--- config.mk ---
export PLATFORM = sky130hd
export DESIGN_NAME = rng_core_flat
export DESIGN_NICKNAME = d
export VERILOG_FILES = /design/src/rtl/rng_pkg.sv /design/src/rtl/rng_core_if.sv /design/src/rtl/rng_mod52.sv /design/src/rtl/rng_core.sv /design/src/flat_wrapper.sv
export SDC_FILE = /design/constraint.sdc
export NUM_CORES = 1
export LEC_CHECK = 0
export CORE_ASPECT_RATIO = 1.2
export CORE_MARGIN = 2
export CORE_UTILIZATION = 55
export DETAILED_ROUTE_END_ITERATION = 8
export PLACE_DENSITY = 0.84
export SYNTH_ARGS = -nofsm -noshare
export SYNTH_HDL_FRONTEND = slang
export SYNTH_SLANG_ARGS = --single-unit
export TNS_END_PERCENT = 50
--- constraint.sdc ---
create_clock -name clk -period 43.6 [get_ports clk]
set_clock_uncertainty 0.1 [all_clocks]
set_input_delay 8.72 -clock clk [delete_from_list [all_inputs] [get_ports clk]]
set_output_delay 8.72 -clock clk [all_outputs]
set_load 0.01 [all_outputs]
--- src/rtl/rng_pkg.sv ---
// Shared constants and the xorshift32 step function for the card-draw generator.
package rng_pkg;

    localparam int unsigned RNG_W     = 32;
    localparam int unsigned DECK_SIZE = 52;
    localparam int unsigned CARD_W    = 6;

    localparam logic [RNG_W-1:0] DEFAULT_SEED = 32'hDEADBEEF;

    // Zero is a fixed point of this map; callers that hold state must keep it out.
    function automatic logic [RNG_W-1:0] xorshift32(input logic [RNG_W-1:0] x);
        logic [RNG_W-1:0] x1;
        logic [RNG_W-1:0] x2;
        x1 = x  ^ (x  << 5'd13);
        x2 = x1 ^ (x1 >> 5'd17);
        return x2 ^ (x2 << 5'd5);
    endfunction

endpackage

--- src/rtl/rng_core_if.sv ---
// Operand/result and control bundle between the generator and its user.
interface rng_core_if;

    logic [rng_pkg::RNG_W-1:0]  current_i;
    logic [rng_pkg::RNG_W-1:0]  next_o;
    logic                       seed_load_i;
    logic [rng_pkg::RNG_W-1:0]  seed_i;
    logic                       step_i;
    logic [rng_pkg::RNG_W-1:0]  state_o;
    logic [rng_pkg::CARD_W-1:0] card_o;

    modport slave (
        input  current_i,
        input  seed_load_i,
        input  seed_i,
        input  step_i,
        output next_o,
        output state_o,
        output card_o
    );

    modport master (
        output current_i,
        output seed_load_i,
        output seed_i,
        output step_i,
        input  next_o,
        input  state_o,
        input  card_o
    );

endinterface

--- src/rtl/rng_mod52.sv ---
// Remainder of a W-bit value by a small constant, built as an MSB-first
// shift-subtract chain so no general divider is inferred.
module rng_mod52 #(
    parameter int unsigned W       = 32,
    parameter int unsigned DIVISOR = 52,
    parameter int unsigned REM_W   = 6
) (
    input  logic [W-1:0]     value_i,
    output logic [REM_W-1:0] rem_o
);

    localparam int unsigned RW = REM_W + 1;
    localparam logic [RW-1:0] DIV_C = RW'(DIVISOR);

    logic [RW-1:0] rem_s;

    // Partial remainder stays below DIVISOR, so one conditional subtract per bit suffices.
    always_comb begin
        rem_s = {RW{1'b0}};
        for (int i = W - 1; i >= 0; i--) begin
            rem_s = {rem_s[REM_W-1:0], value_i[i]};
            if (rem_s >= DIV_C) begin
                rem_s = rem_s - DIV_C;
            end else begin
                rem_s = rem_s;
            end
        end
        rem_o = rem_s[REM_W-1:0];
    end

endmodule

--- src/rtl/rng_core.sv ---
// xorshift32 generator: free combinational step on current_i plus a seeded
// state register that advances on request and feeds a mod-52 card index.
module rng_core
    import rng_pkg::*;
#(
    parameter logic [RNG_W-1:0] SEED_INIT = DEFAULT_SEED
) (
    input  logic      clk,
    input  logic      rst_n,
    rng_core_if.slave bus
);

    logic [RNG_W-1:0]  state_q;
    logic [RNG_W-1:0]  state_d;
    logic [RNG_W-1:0]  step_s;
    logic [CARD_W-1:0] card_s;

    assign bus.next_o = xorshift32(bus.current_i);
    assign step_s     = xorshift32(state_q);

    // Seed load beats step; a zero seed would lock the generator, so substitute the default.
    always_comb begin
        state_d = state_q;
        if (bus.seed_load_i) begin
            if (bus.seed_i == {RNG_W{1'b0}}) begin
                state_d = SEED_INIT;
            end else begin
                state_d = bus.seed_i;
            end
        end else if (bus.step_i) begin
            state_d = step_s;
        end else begin
            state_d = state_q;
        end
    end

    // Generator state register.
    always_ff @(posedge clk or negedge rst_n) begin
        if (!rst_n) begin
            state_q <= SEED_INIT;
        end else begin
            state_q <= state_d;
        end
    end

    rng_mod52 #(
        .W       (RNG_W),
        .DIVISOR (DECK_SIZE),
        .REM_W   (CARD_W)
    ) u_mod52 (
        .value_i (state_q),
        .rem_o   (card_s)
    );

    assign bus.state_o = state_q;
    assign bus.card_o  = card_s;

endmodule

--- src/flat_wrapper.sv ---
// flat-port wrapper written by rule: the top's interface ports become plain ports
module rng_core_flat import rng_pkg::*;
#(
    parameter logic [RNG_W-1:0] SEED_INIT = DEFAULT_SEED
)
  (clk, rst_n, bus_current_i, bus_seed_load_i, bus_seed_i, bus_step_i, bus_next_o, bus_state_o, bus_card_o);
  rng_core_if bus_i ();
  input  logic clk;
  input  logic rst_n;
  input wire logic [$bits(bus_i.current_i)-1:0] bus_current_i;
  input wire logic [$bits(bus_i.seed_load_i)-1:0] bus_seed_load_i;
  input wire logic [$bits(bus_i.seed_i)-1:0] bus_seed_i;
  input wire logic [$bits(bus_i.step_i)-1:0] bus_step_i;
  output wire logic [$bits(bus_i.next_o)-1:0] bus_next_o;
  output wire logic [$bits(bus_i.state_o)-1:0] bus_state_o;
  output wire logic [$bits(bus_i.card_o)-1:0] bus_card_o;
  assign bus_i.current_i = bus_current_i;
  assign bus_i.seed_load_i = bus_seed_load_i;
  assign bus_i.seed_i = bus_seed_i;
  assign bus_i.step_i = bus_step_i;
  assign bus_next_o = bus_i.next_o;
  assign bus_state_o = bus_i.state_o;
  assign bus_card_o = bus_i.card_o;
  rng_core #(.SEED_INIT(SEED_INIT)) u_core (.clk(clk), .rst_n(rst_n), .bus(bus_i));
endmodule
==> impl_summary.md <==
Global routing
The first global-routing pass estimated 46.1 mm of wire. The via count of the first global-routing pass is 9523. The number of antenna violations at the first check in global routing came to 0.

The maximum number of pins on one net before global-route repair is 42. For this run, the total global-route usage over all layers was measured as 0.309. Global routing finished with a remaining overflow of 0.

Critical path
The worst setup path is of the reg2out kind. The largest fanout on the critical path is 17. The number of buffer and inverter instances along the worst setup path is 2.

STA puts the critical path data required time at 34.78 ns. The top cell family by delay on the critical path is compound AO/OA/AOI/OAI gates. In this run the number of cells on the critical path is 47. On the worst path, the slowest cell contributes a delay of 0.91 ns. The nature of the critical path endpoint is an output port. Measured in cells, the most critical reg-to-reg path has a length of 6.

Data on the critical path arrives at its endpoint at 17.62 ns. The slowest library cell on the worst path is sky130_fd_sc_hd__nor4_2. The sort of element at the start of the critical path is a register.

Drt
The detailed router finished its first iteration with 1518 violations. The remaining antenna violation count is 0. For this run, design rule violations remaining after detail routing come to 0. The final routed wire length divided by cell count is 18.8 µm. The wire length after detailed routing is 28.9 mm.

The detailed-route vias per instance is 7.02. The via count is 10800. For this run, the detailed router's first-pass iteration total came to 6.

STA
Of the available clock period, the critical path in the final layout requires 0.606. The top achievable clock speed is 37.8 MHz. The aggregate negative setup slack is 0 ns. The worst hold margin is 0.490 ns. Setup repair after global routing left no endpoint under its margin. The final count of hold timing violations came to 0.

At the pin with the least slew margin, the transition time is 1.17 ns. The relative max-transition margin is 0.217. The number of max-slew violations in the final report is 0. Setup violations remaining at the end of the flow were counted as 0. Subtracting the final worst setup slack from the clock period gives 26.44 ns.

Final layout
The antenna cell count is 0. The flip-flop count of the largest register, all copies and words added is 32. Relative to the synthesized area, the layout overhead comes to 14.7%. The combined area of the multi-input logic cells is 0.00760 mm².

In the layout the commonest cells are sky130_fd_sc_hd__clkdlybuf4s50_1, sky130_fd_sc_hd__nand2_1, sky130_fd_sc_hd__xnor2_1. Once layout is complete, the utilization of the core stands at 0.641. The net count of the finished layout is 1396.

The storage element area is 831 µm². The post-route standard cell area excluding fillers is 0.0104 mm². The layout cell share with drive strength beyond 1 is 0.0851. The layout has 1424 filler cells. The most frequent standard cell in the layout excluding fill and tap cells is sky130_fd_sc_hd__clkdlybuf4s50_1.

CTS
The quantity of hold-fixing buffers added after cts is 0. The H-tree was split into 2 levels. The post-CTS setup buffer count is 0.

The clock passes through at most 2 buffers. Clock-pin slew was measured on the worst setup and hold paths at 0.05 ns. The latest clock arrival within the worst-skew pair is 0.28 ns. The number of clock buffers inserted by TritonCTS is 5.

The sink count of the clock tree is 32. TritonCTS built the clock tree. The library cell used as clock root buffer is sky130_fd_sc_hd__clkbuf_16.

The post-cts resize count is 0.

Floorplan
The region available for standard cell placement spans 0.0162 mm². The initial standard-cell utilization of the core is 0.559. Measured along the y axis, the die boundary spans 145 µm. For this design the top-level I/O count stands at 138. In this run the horizontal extent of the chip is 121 µm.

The die covers 0.0175 mm². After floorplanning, the core was divided into 51 placement rows.

Placed design
After detailed placement, the total cell area comes to 0.0102 mm². The port buffer count is 137. The final estimated routing congestion in global placement is 1.01.

The wire-length estimate of the detail-placed layout is 21.4 mm.

Hold path
The worst hold path cell count is 2. The classification of the worst-slack hold path is reg2reg.

Synthesis
The top-area cell type share of the netlist area is 0.111. Averaged over all synthesized cells, the footprint is 7.07 µm². The parity-gate share of the synthesized area counting xor and xnor cells is 0.139. The portion of synthesized area spent on multiplexers is 0.0163. The compound-gate portion of the synthesized area came to 0.403. Of the total synthesized cell area, the portion taken by AND, OR, NAND and NOR gates is 0.278. Yosys mapped the design onto 110 distinct sky130hd cell types. After synthesis, the largest family of logic cells by area is compound AO/OA/AOI/OAI gates. Yosys attributes the largest share of cell area to sky130_fd_sc_hd__xnor2_1, sky130_fd_sc_hd__dfstp_2, sky130_fd_sc_hd__nand2_1. The sequential element share of the synthesized area is 0.0917.

Of all flip-flops after synthesis, the portion carrying an async set or reset was 1.00. The post-synthesis cell area is 0.00906 mm². The number of instances in the synthesized netlist is 1281. Counting flops and latches in the post-synthesis netlist gives 32. The count of synthesis-stage warnings from yosys is 0. The cell type with the largest total area after synthesis is sky130_fd_sc_hd__xnor2_1. The most used flip-flop cell after synthesis is sky130_fd_sc_hd__dfstp_2.

Of the total synthesized cell area, the portion taken by full adders, half adders and majority gates is 0.00262. The number of enable flip-flop cells after synthesis is 0. The number of nets in the synthesized netlist is 1350.

Job
The number of max-cap violations is 0.

Outcome
The run finished with clean final reports.
through the flow:
| stage | instances | setup slack, ns |
|---|---|---|
| finish | 1540 | 17.16 |
| CTS | 1540 | 17.67 |
| global placement | 1532 | 18.24 |
| floorplan | 1281 | 21.64 |
| global route | 1540 | 16.01 |
| detailed placement | 1532 | 18.01 |
cell usage after synthesis, drive strengths merged, types with 22 or more instances:
library cell / n
a21oi: 79
dfstp: 24
clkbuf: 45
nand2: 122
buf: 60
inv: 22
o21ai: 74
xor2: 29
o211ai: 34
nand3: 57
a31oi: 25
nand4: 42
nor4: 22
nor2: 95
xnor2: 115
nor3: 44
area by class of cell:
cell class / instances / area share
clock buffers: 5 / 0.0120
well taps: 212 / 0.0255
repair buffers: 144 / 0.137
multi-input cells: 1116 / 0.731
clock inverters: 3 / 0.00409
inverters: 28 / 0.0101
flip-flops and latches: 32 / 0.0799
layer usage:
metal / vias up / global-route usage / wire (µm)
li1: 5092 / - / -
met1: 4992 / 0.402 / 11700
met2: 643 / 0.533 / 14000
met3: 87 / 0.0426 / 2520
met4: 0 / 0.0901 / 726
met5: - / 0 / 0
kinds of logic after synthesis:
| kind of cell | after synthesis |
|---|---|
| compound gates | 474 |
| simple gates | 483 |
| fa+ha+maj | 2 |
| flops | 32 |
| xor+xnor | 144 |
| mux | 13 |
| buf+inv | 133 |
worst reg2reg max path, cell delays in order, from the launching register on:
cell	delay, ns
sky130_fd_sc_hd__dfstp_2	0.79
sky130_fd_sc_hd__clkinv_1	0.37
sky130_fd_sc_hd__xnor2_1	0.35
sky130_fd_sc_hd__xnor2_1	0.15
sky130_fd_sc_hd__nand2_1	0.08
sky130_fd_sc_hd__xnor2_1	0.14
sky130_fd_sc_hd__mux2_2	0.28
path summary, 6_finish.rpt:
path | start | end | slack (ns)
hold / removal | u_core.bus.state_o[28]$_DFFE_PN1P_ | u_core.bus.state_o[28]$_DFFE_PN1P_ | 0.49
hold reg to reg | u_core.bus.state_o[28]$_DFFE_PN1P_ | u_core.bus.state_o[28]$_DFFE_PN1P_ | 0.49
max in group asynchronous | rst_n | u_core.bus.state_o[19]$_DFFE_PN1P_ | 34.30
setup / recovery | u_core.bus.state_o[28]$_DFFE_PN1P_ | bus_card_o[2] | 17.16
setup reg to reg | u_core.bus.state_o[18]$_DFFE_PN1P_ | u_core.bus.state_o[14]$_DFFE_PN0P_ | 41.22
min in group asynchronous | rst_n | u_core.bus.state_o[24]$_DFFE_PN0P_ | 8.76
Power is not shown: default switching activity piles up to over one toggle a cycle in this logic, so the estimate is an artifact.
